File: config.mk
export PLATFORM = sky130hd
export DESIGN_NAME = id_stage
export DESIGN_NICKNAME = d
export VERILOG_FILES = /design/src/rtl/id_stage_pkg.sv /design/src/rtl/id_stage_condition_check.sv /design/src/rtl/id_stage_control_unit.sv /design/src/rtl/id_stage_register_file.sv /design/src/rtl/id_stage.sv
export SDC_FILE = /design/constraint.sdc
export NUM_CORES = 2
export LEC_CHECK = 0
export CORE_UTILIZATION = 45
export CTS_CLUSTER_DIAMETER = 80
export DETAILED_ROUTE_END_ITERATION = 7
export PLACE_DENSITY = 0.64
export SLEW_MARGIN = 5
export SYNTH_ARGS = -nofsm -noshare
export SYNTH_HDL_FRONTEND = slang
export SYNTH_HIERARCHICAL = 1
export SYNTH_SLANG_ARGS = --single-unit
File: constraint.sdc
create_clock -name clk -period 8.36 [get_ports clk]
set_input_delay 1.672 -clock clk [delete_from_list [all_inputs] [get_ports clk]]
set_output_delay 1.672 -clock clk [all_outputs]
set_load 0.1 [all_outputs]
File: src/rtl/id_stage_pkg.sv
// ISA constants for the ARM-subset decode stage: field widths, opcodes,
// execute commands, condition codes, mode encodings and the control bundle.
package id_stage_pkg;

  localparam int unsigned LEN_ADDRESS         = 32;
  localparam int unsigned LEN_STATUS          = 4;
  localparam int unsigned LEN_REG_ADDRESS     = 4;
  localparam int unsigned LEN_REGISTER        = 32;
  localparam int unsigned LEN_EXECUTE_COMMAND = 4;
  localparam int unsigned LEN_OPCODE          = 4;
  localparam int unsigned LEN_COND            = 4;
  localparam int unsigned LEN_SIGNED_IMM      = 24;
  localparam int unsigned LEN_SHIFT_OPERAND   = 12;

  typedef enum logic [1:0] {
    MODE_DP     = 2'b00,
    MODE_MEM    = 2'b01,
    MODE_BRANCH = 2'b10,
    MODE_NOP    = 2'b11
  } mode_e;

  localparam logic [LEN_OPCODE-1:0] OP_AND = 4'b0000;
  localparam logic [LEN_OPCODE-1:0] OP_EOR = 4'b0001;
  localparam logic [LEN_OPCODE-1:0] OP_SUB = 4'b0010;
  localparam logic [LEN_OPCODE-1:0] OP_ADD = 4'b0100;
  localparam logic [LEN_OPCODE-1:0] OP_ADC = 4'b0101;
  localparam logic [LEN_OPCODE-1:0] OP_SBC = 4'b0110;
  localparam logic [LEN_OPCODE-1:0] OP_TST = 4'b1000;
  localparam logic [LEN_OPCODE-1:0] OP_CMP = 4'b1010;
  localparam logic [LEN_OPCODE-1:0] OP_ORR = 4'b1100;
  localparam logic [LEN_OPCODE-1:0] OP_MOV = 4'b1101;
  localparam logic [LEN_OPCODE-1:0] OP_MVN = 4'b1111;

  localparam logic [LEN_EXECUTE_COMMAND-1:0] EXE_NOP = 4'b0000;
  localparam logic [LEN_EXECUTE_COMMAND-1:0] EXE_MOV = 4'b0001;
  localparam logic [LEN_EXECUTE_COMMAND-1:0] EXE_ADD = 4'b0010;
  localparam logic [LEN_EXECUTE_COMMAND-1:0] EXE_ADC = 4'b0011;
  localparam logic [LEN_EXECUTE_COMMAND-1:0] EXE_SUB = 4'b0100;
  localparam logic [LEN_EXECUTE_COMMAND-1:0] EXE_SBC = 4'b0101;
  localparam logic [LEN_EXECUTE_COMMAND-1:0] EXE_AND = 4'b0110;
  localparam logic [LEN_EXECUTE_COMMAND-1:0] EXE_ORR = 4'b0111;
  localparam logic [LEN_EXECUTE_COMMAND-1:0] EXE_EOR = 4'b1000;
  localparam logic [LEN_EXECUTE_COMMAND-1:0] EXE_MVN = 4'b1001;

  typedef enum logic [LEN_COND-1:0] {
    COND_EQ = 4'b0000, COND_NE = 4'b0001, COND_CS = 4'b0010, COND_CC = 4'b0011,
    COND_MI = 4'b0100, COND_PL = 4'b0101, COND_VS = 4'b0110, COND_VC = 4'b0111,
    COND_HI = 4'b1000, COND_LS = 4'b1001, COND_GE = 4'b1010, COND_LT = 4'b1011,
    COND_GT = 4'b1100, COND_LE = 4'b1101, COND_AL = 4'b1110, COND_NV = 4'b1111
  } cond_e;

  typedef struct packed {
    logic [LEN_EXECUTE_COMMAND-1:0] exe_cmd;
    logic                           mem_read;
    logic                           mem_write;
    logic                           wb_enable;
    logic                           is_branch;
    logic                           status_write;
  } ctrl_t;

endpackage

File: src/rtl/id_stage_condition_check.sv
// Evaluates an ARM condition code against the {N,Z,C,V} flags.
module condition_check
  import id_stage_pkg::*;
(
  input  logic [LEN_COND-1:0]   cond,
  input  logic [LEN_STATUS-1:0] status,
  output logic                  cond_ok
);

  logic n, z, c, v;
  assign {n, z, c, v} = status;

  always_comb begin
    cond_ok = 1'b0;
    unique case (cond_e'(cond))
      COND_EQ: cond_ok = z;
      COND_NE: cond_ok = ~z;
      COND_CS: cond_ok = c;
      COND_CC: cond_ok = ~c;
      COND_MI: cond_ok = n;
      COND_PL: cond_ok = ~n;
      COND_VS: cond_ok = v;
      COND_VC: cond_ok = ~v;
      COND_HI: cond_ok = c & ~z;
      COND_LS: cond_ok = ~c | z;
      COND_GE: cond_ok = (n == v);
      COND_LT: cond_ok = (n != v);
      COND_GT: cond_ok = ~z & (n == v);
      COND_LE: cond_ok = z | (n != v);
      COND_AL: cond_ok = 1'b1;
      default: cond_ok = 1'b0;
    endcase
  end

endmodule

File: src/rtl/id_stage_control_unit.sv
// Mode/opcode decode into execute command and ungated pipeline controls.
module control_unit
  import id_stage_pkg::*;
(
  input  logic [1:0]            mode,
  input  logic [LEN_OPCODE-1:0] opcode,
  input  logic                  s_bit,
  output ctrl_t                 ctrl
);

  always_comb begin
    ctrl = '0;
    unique case (mode_e'(mode))
      MODE_DP: begin
        ctrl.wb_enable    = 1'b1;
        ctrl.status_write = s_bit;
        unique case (opcode)
          OP_MOV:  ctrl.exe_cmd = EXE_MOV;
          OP_MVN:  ctrl.exe_cmd = EXE_MVN;
          OP_ADD:  ctrl.exe_cmd = EXE_ADD;
          OP_ADC:  ctrl.exe_cmd = EXE_ADC;
          OP_SUB:  ctrl.exe_cmd = EXE_SUB;
          OP_SBC:  ctrl.exe_cmd = EXE_SBC;
          OP_AND:  ctrl.exe_cmd = EXE_AND;
          OP_ORR:  ctrl.exe_cmd = EXE_ORR;
          OP_EOR:  ctrl.exe_cmd = EXE_EOR;
          OP_CMP: begin
            ctrl.exe_cmd   = EXE_SUB;
            ctrl.wb_enable = 1'b0;
          end
          OP_TST: begin
            ctrl.exe_cmd   = EXE_AND;
            ctrl.wb_enable = 1'b0;
          end
          default: ctrl = '0;
        endcase
      end
      MODE_MEM: begin
        ctrl.exe_cmd   = EXE_ADD;
        ctrl.mem_read  = s_bit;
        ctrl.wb_enable = s_bit;
        ctrl.mem_write = ~s_bit;
      end
      MODE_BRANCH: ctrl.is_branch = 1'b1;
      default:     ctrl = '0;
    endcase
  end

endmodule

File: src/rtl/id_stage_register_file.sv
// Architectural register file: synchronous reset/write, combinational reads
// with same-cycle write-through from the WB port.
module register_file
  import id_stage_pkg::*;
#(
  parameter int unsigned              REG_COUNT       = 15,
  parameter logic [LEN_REGISTER-1:0]  REG_RESET_VALUE = '0
) (
  input  logic                       clk,
  input  logic                       rst,
  input  logic [LEN_REG_ADDRESS-1:0] src1,
  input  logic [LEN_REG_ADDRESS-1:0] src2,
  input  logic                       wb_enable,
  input  logic [LEN_REG_ADDRESS-1:0] wb_dest,
  input  logic [LEN_REGISTER-1:0]    wb_value,
  output logic [LEN_REGISTER-1:0]    out1,
  output logic [LEN_REGISTER-1:0]    out2
);

  logic [LEN_REGISTER-1:0] regs_q [REG_COUNT];
  logic [LEN_REGISTER-1:0] regs_d [REG_COUNT];

  // Reset wins over a coincident WB write; unstored indices are never written.
  always_comb begin
    regs_d = regs_q;
    if (rst) begin
      for (int unsigned i = 0; i < REG_COUNT; i++) begin
        regs_d[i] = REG_RESET_VALUE;
      end
    end else if (wb_enable && (32'(wb_dest) < REG_COUNT)) begin
      regs_d[wb_dest] = wb_value;
    end
  end

  always_ff @(posedge clk) begin
    regs_q <= regs_d;
  end

  always_comb begin
    out1 = '0;
    out2 = '0;
    if (32'(src1) < REG_COUNT) begin
      out1 = (wb_enable && (src1 == wb_dest)) ? wb_value : regs_q[src1];
    end
    if (32'(src2) < REG_COUNT) begin
      out2 = (wb_enable && (src2 == wb_dest)) ? wb_value : regs_q[src2];
    end
  end

endmodule

File: src/rtl/id_stage.sv
// Instruction-decode stage: field extraction, source selection, register
// read and condition/hazard gating of side-effecting controls.
module id_stage
  import id_stage_pkg::*;
#(
  parameter int unsigned             REG_COUNT       = 15,
  parameter logic [LEN_REGISTER-1:0] REG_RESET_VALUE = '0
) (
  input  logic                           clk,
  input  logic                           rst,
  input  logic [LEN_ADDRESS-1:0]         pc_in,
  input  logic [31:0]                    instruction,
  input  logic [LEN_STATUS-1:0]          status_reg_in,
  input  logic                           hazard,
  input  logic                           wb_enable,
  input  logic [LEN_REG_ADDRESS-1:0]     wb_dest,
  input  logic [LEN_REGISTER-1:0]        wb_value,
  output logic [LEN_ADDRESS-1:0]         pc_out,
  output logic [LEN_REG_ADDRESS-1:0]     reg_file_src1,
  output logic [LEN_REG_ADDRESS-1:0]     reg_file_src2,
  output logic [LEN_REGISTER-1:0]        reg_file_out1,
  output logic [LEN_REGISTER-1:0]        reg_file_out2,
  output logic [LEN_SIGNED_IMM-1:0]      signed_immediate,
  output logic [LEN_SHIFT_OPERAND-1:0]   shift_operand,
  output logic                           is_immediate,
  output logic                           status_write_enable,
  output logic [LEN_EXECUTE_COMMAND-1:0] execute_command,
  output logic                           mem_read,
  output logic                           mem_write,
  output logic                           wb_enable_out,
  output logic                           is_branch,
  output logic [LEN_REG_ADDRESS-1:0]     dest_reg,
  output logic                           two_src
);

  logic [1:0] mode;
  logic       s_bit;
  logic       is_store;
  logic       cond_ok;
  logic       pass;
  ctrl_t      ctrl;

  assign mode     = instruction[27:26];
  assign s_bit    = instruction[20];
  assign is_store = (mode == MODE_MEM) && !s_bit;

  assign pc_out           = pc_in;
  assign signed_immediate = instruction[23:0];
  assign shift_operand    = instruction[11:0];
  assign is_immediate     = instruction[25];
  assign dest_reg         = instruction[15:12];
  assign reg_file_src1    = instruction[19:16];
  // STR reads the stored value from Rd, so it needs Rd on the second port.
  assign reg_file_src2    = is_store ? instruction[15:12] : instruction[3:0];
  assign two_src          = (mode != MODE_BRANCH) && (~instruction[25] || is_store);

  register_file #(
    .REG_COUNT       (REG_COUNT),
    .REG_RESET_VALUE (REG_RESET_VALUE)
  ) u_register_file (
    .clk       (clk),
    .rst       (rst),
    .src1      (reg_file_src1),
    .src2      (reg_file_src2),
    .wb_enable (wb_enable),
    .wb_dest   (wb_dest),
    .wb_value  (wb_value),
    .out1      (reg_file_out1),
    .out2      (reg_file_out2)
  );

  control_unit u_control_unit (
    .mode   (mode),
    .opcode (instruction[24:21]),
    .s_bit  (s_bit),
    .ctrl   (ctrl)
  );

  condition_check u_condition_check (
    .cond    (instruction[31:28]),
    .status  (status_reg_in),
    .cond_ok (cond_ok)
  );

  // A stalled or condition-failed instruction must not cause side effects.
  assign pass                = cond_ok & ~hazard;
  assign execute_command     = ctrl.exe_cmd;
  assign mem_read            = ctrl.mem_read     & pass;
  assign mem_write           = ctrl.mem_write    & pass;
  assign wb_enable_out       = ctrl.wb_enable    & pass;
  assign is_branch           = ctrl.is_branch    & pass;
  assign status_write_enable = ctrl.status_write & pass;

endmodule

# --- After elaboration in Yosys (flattened, before gate mapping) ---
# Index checks and enable logic that the tools add are counted.
word_totals:
  regBits: 480
  input_bits: 108
  out_inout_bits: 155
  elab_cells: 109
classes:
  order_cmp: 7
  eq_ne: 31
  mux: 21
  n_bitwise: 20
  n_reduce_logical: 15
ops:
  columns: ["cell", "n"]
  rows:
  - ["bitwise mux 480 bit", 1]
  - ["2-to-1 mux 32 bit", 9]
  - ["binary-select mux 32 bit (select 4 bit)", 2]
  - ["demux 32 bit (select 4 bit)", 1]
  - ["equality test 4 bit (second input constant)", 12]
  - ["one-hot mux 4 bit (9 select lines)", 1]
  - ["equality test 4 x 3 -> 1 bit (second input constant)", 7]
  - [">= comparator 5 bit (second input constant)", 3]
  - ["NOT 4 -> 5 bit", 3]
  - ["one-hot mux 1 bit (15 select lines)", 1]
  - ["one-hot mux 7 bit (2 select lines)", 1]
  - ["equality test 4 x 2 -> 1 bit (second input constant)", 3]
  - ["< comparator 4 bit (second input constant)", 3]
  - ["OR reduction 11 bit", 1]
  - ["OR reduction 9 bit", 1]
  - ["AND 1 bit", 8]
  - ["equality test 4 x 1 -> 1 bit (second input constant)", 2]
  - ["equality test 4 bit", 2]
  - ["zero test 4 bit", 2]
  - ["NOT 1 bit", 7]
  - ["logical AND 1 bit", 6]
  - ["< comparator 5 x 1 -> 1 bit (second input constant)", 1]
  - ["2-to-1 mux 4 bit", 1]
  - ["OR reduction 2 bit", 2]
  - ["other kinds (11)", 14]

# --- Logic depth before layout (Yosys ltp) ---
depth:
  depth_word: 9
  mapped_depth: 12
  depth_no_buf: 8

# --- Cells and area by module ---
# The synthesis kept the hierarchy.
by_module_without_submodules:
  columns: ["module", "instances", "cells_each", "area_per_inst_um2", "seq_area_each_um2"]
  rows:
  - ["register_file", 1, 2994, 25398.1, 9609.2]
  - ["id_stage", 1, 92, 718.2, 0.0]
  - ["condition_check", 1, 28, 193.9, 0.0]
  - ["control_unit", 1, 26, 176.4, 0.0]

# --- Worst setup path before layout ---
# Ideal clock, no wire load.
synth_timing:
  path_kind: "input -> output"
  startpoint: "input port instruction[20]"
  endpoint: "output port reg_file_out2[15]"
  arrival_time_ps: 5661
  slack_ps: 1027
  stages: 12
  path_buffers: 5
  path_cell_list: "nand2b_4 > nor2_4 > mux2_4 > clkbuf_2 > buf_4 > buf_4 > buf_6 > buf_2 > o221ai_1 > o211ai_1 > o211a_1 > nor3_1"
synth_via:
  elab_chain_cells: 9
  elab_cells_between_ends: 12
  cone_classes: "order compare: 1; eq/ne: 1; mux: 6; bitwise: 1; reduce/logical: 3"
synth_lines:
  columns: ["item", "line", "source"]
  rows:
  - ["start, declared", "id_stage.sv:12", "input logic [31:0] instruction,"]
  - ["zero test 1 bit *", "id_stage.sv:45", "assign is_store = (mode == MODE_MEM) && !s_bit;"]
  - ["logical AND 1 bit *", "id_stage.sv:45", null]
  - ["2-to-1 mux 4 bit *", "id_stage.sv:54", "assign reg_file_src2 = is_store ? instruction[15:12] : instruction[3:0];"]
  - ["named net reg_file_src2[0]", "id_stage.sv:20", "output logic [LEN_REG_ADDRESS-1:0] reg_file_src2,"]
  - ["NOT 4 -> 5 bit (not written as such)", "id_stage_register_file.sv:46", "out2 = (wb_enable && (src2 == wb_dest)) ? wb_value : regs_q[src2];"]
  - ["binary-select mux 32 bit (select 4 bit)", "id_stage_register_file.sv:46", null]
  - ["2-to-1 mux 32 bit (not written as such) (2 in series)", "id_stage_register_file.sv:46", null]
  - ["2-to-1 mux 32 bit", "id_stage_register_file.sv:46", null]
  - ["2-to-1 mux 32 bit *", "id_stage_register_file.sv:45", "if (32'(src2) < REG_COUNT) begin"]
  - ["end, declared", "id_stage.sv:22", "output logic [LEN_REGISTER-1:0] reg_file_out2,"]
# Mark *: on every way through the listed nets, which the timed path passes. The rest lies on a longest branch. The select of a mux whose other input is x is not followed.

# --- Worst setup path after layout ---
layout_timing:
  startpoint: "input port instruction[26]"
  endpoint: "output port reg_file_out2[1]"
layout_via:
  elab_chain_cells: 9
  elab_cells_between_ends: 12
  cone_classes: "order compare: 1; eq/ne: 2; mux: 6; bitwise: 1; reduce/logical: 2"
layout_lines:
  columns: ["item", "line"]
  rows:
  - ["equality test 2 x 1 -> 1 bit *", "id_stage.sv:45"]
  - ["logical AND 1 bit *", "id_stage.sv:45"]
  - ["2-to-1 mux 4 bit *", "id_stage.sv:54"]
  - ["NOT 4 -> 5 bit (not written as such)", "id_stage_register_file.sv:46"]
  - ["binary-select mux 32 bit (select 4 bit)", "id_stage_register_file.sv:46"]
  - ["2-to-1 mux 32 bit (not written as such) (2 in series)", "id_stage_register_file.sv:46"]
  - ["2-to-1 mux 32 bit", "id_stage_register_file.sv:46"]
  - ["2-to-1 mux 32 bit *", "id_stage_register_file.sv:45"]
# Every way passes the cells marked *; elsewhere a longest branch is shown, timed or not. The select of a mux whose other input is x is not followed.

==> summary.md <==
| Metric | Value |
|---|---|
| Status | finished clean |
| Nets | 3112 |
| Most common cell after layout, fill and taps aside | nand2_1 |
| Length of the first detailed-routing pass in iterations | 8 |
| Commonest non-fill, non-tap cells in the layout | nand2_1, a21oi_1, dfxtp_1 |
| Layout cell share with drive strength beyond 1 | 14.4% |
| VDD IR max | 0.000131 V |
| Slew HR | 5.75% |
| First-pass GRT wire length | 146 mm |
| Pins Over Slew Limit | 0 |
| Fmax | 0.138 GHz |
| Critical path's largest stage delay | 710 ps |
| Post-Layout Cell Count | 3801 |
| Die H | 245 um |
| Worst-margin pin slew | 1410 ps |
| Initial DRC count | 3279 |
| FFs w/ async S/R, synth | 0% |
| CTS tree | done |
| Synth-to-layout area growth | 11.1% |
| Clock Skews | 0 ps |
| CP most frequent cell | nor3_1 |
| Cts hold-fix bufs | 0 |
| Distinct cells, synth | 49 |
| Clk sinks | 480 |
| Largest register FFs | 480 |
| Number of remaining DRC errors | 0 |
| I/O Pins | 263 |
| CP max FO | 46 |
| CP cell instances | clkdlybuf4s50_1 -> nand2b_4 -> nor2_4 -> mux2_8 -> xor2_1 -> nor3_1 -> nand3_4 -> o211a_1 -> nor3_1 -> buf_12 |
| Final ANT Viol Nets | 0 |
| Syn Std Cell Area | 0.0265 mm2 |
| Area leader, netlist | dfxtp_1 |
| Detailed-route vias per instance | 6.43 |
| Post-synth top flop | dfxtp_1 |
| Final Instance Area | 0.0294 mm2 |
| DP Area | 0.0278 mm2 |
| Largest net degree at the start of global routing | 208 |
| DP HPWL | 55.3 mm |
| RR Startpoint | u_register_file/regs_q[327] |
| TritonCTS buffer count | 51 |
| Initial antenna violation count | 3 |
| Beginning of the worst hold path | u_register_file/regs_q[49] |
| RSZ-0062 raised after global routing | no |
| Worst path bufs/invs | 2 |
| Clock latency on the worst-skew pair | 600 ps |
| # fillers | 5388 |
| Clock slew at reported path FFs | 60 ps |
| GP Congestion | 0.841 |
| Crit path max-delay family | simple AND/OR/NAND/NOR gates |
| Top cell type's share of synthesized area | 36.3% |
| Critical Path Source | instruction[26] |
| P_leak | 9.70 nW |
| Sequential share of the synthesized area | 36.3% |
| Die ar. | 0.0598 mm2 |
| Fin crit period | 7260 ps |
| Setup TNS | 0 ps |
| Synth Warn # | 6 |
| Synth Instances | 3140 |
| Synth area leaders | dfxtp_1, mux4_2, nand2_1 |
| Placed cell count | 3716 |
| Grt ovf | 0 |
| Via count | 24400 |
| Type of the tightest min-delay check | reg2reg |
| Number of synthesized flops with an enable pin | 0 |
| Number of global-route vias before repair | 23300 |
| Number of max-cap violations | 0 |
| Syn nets | 3248 |
| WP data arrival | 5590 ps |
| Final Hold Fails | 0 |
| Postcts setup bufs | 0 |
| GR Util All Layers | 32.3% |
| # H-tree levels | 2 |
| WS Path Type | in2out |
| CTS resizes | 0 |
| Port-buffer cells | 174 |
| Cell Pwr Density | 188 mW/mm2 |
| Worst setup SP type | input port |
| Core area | 0.0579 mm2 |
| Initial Util | 45.7% |
| Placement Rows | 88 |
| Slowest-stage cell, CP | nor3_1 |
| Die width | 245 um |
| Avg Cell Area, Syn | 8.44 um2 |
| Biggest regs | u_register_file/regs_q x480 |
| Clock buffer depth | 3 |
| Routed wire length per instance | 26.1 um |
| Top reg by flops | u_register_file/regs_q |
| DRT Wirelength | 99.2 mm |
| CP required | 6690 ps |
| Final setup viols | 0 |
| Crit share post-route | 86.9% |
| Synthesized flop and latch total | 480 |
| Setup crit end kind | output pin |
| Root Driver | clkbuf_16 |
==> power by group <==
part	switching, mW	internal, mW
Combinational	0.689	0.269
Sequential	0.0211	2.32
Clock	0.955	1.27
Total	1.66	3.86
==> area by class of cell <==
type                       instances  area [um2]  share of cell area, %
antenna                            1        2.50                0.00850
clock buffer                      78        1530                   5.19
clock inverter                     6        61.3                  0.208
inverter                          33         124                  0.421
multi-input combinational       2205       14900                   50.5
sequential                       480        9610                   32.6
tap                              765         957                   3.25
timing repair buffer             233        2280                   7.74
==> path summary, 6_finish.rpt <==
check | depth (start not counted) | to | slack, ps
max reg2reg | 2 | u_register_file/regs_q[327] | 7650
min reg2reg | 2 | u_register_file/regs_q[49] | 460
max | 10 | reg_file_out2[1] | 1100
min | 2 | u_register_file/regs_q[49] | 460
==> kinds of logic (layout without fill, tap and decap cells) <==
family	Yosys count	in the layout	synth area share (%)
compound gates	690	690	15.9
mux	330	330	21.6
flops	480	480	36.3
xor+xnor	12	12	0.425
other cells	0	1	0
simple gates	1173	1173	17.6
buf+inv	455	350	8.18
==> per-stage QoR <==
stage	worst slack [ps]	power [mW]	utilization, %	hold WS (ps)
6_report	1100	5.53	50.8	456
2_1_floorplan	1030	3.17	-	436
4_1_cts	1120	5.52	50.8	454
3_5_place_dp	1150	3.33	48.1	446
5_1_grt	940	5.66	50.8	477
3_3_place_gp	1120	3.32	48.1	442
==> Yosys cell counts, types with 2 or more instances <==
library cell  instances
nand2_1             973
and2_1                7
or3_1                 4
and3_1                2
dfxtp_1             480
buf_6                 3
o221ai_1             64
nor3_1               72
xor2_1                8
o211a_1              62
and3b_1               2
a21oi_1             484
nand2b_1             12
clkbuf_1            256
mux2i_1             131
nor4_1                2
nor2b_1               7
inv_1                33
a221oi_1              2
o211ai_1             64
buf_2                60
a211o_1               2
and4_1                2
buf_4                96
nand3_1               5
o31ai_1               2
mux2_4                5
o21ai_0               3
xnor2_1               3
mux4_2              192
or2_2                 3
nor3b_1               2
mux2_2                2
buf_1                 6
nor2_1               75
==> routing by layer <==
layer	track usage, %	share of wire [%]	up-vias
met4	15.7	5.1	4
met2	50.8	45	1553
li1	-	-	10600
met1	42.1	38	12000
met3	6.77	11	348
met5	0	0.030	-
==> tightest hold or removal path: cells and delay by family (launching register included) <==
family,cells,cell delay (ps)
and+or+nand+nor,1,50
AOI/OAI and AO/OA,1,50
DFF,1,310
Note: power is estimated with default switching activity, not from simulation.
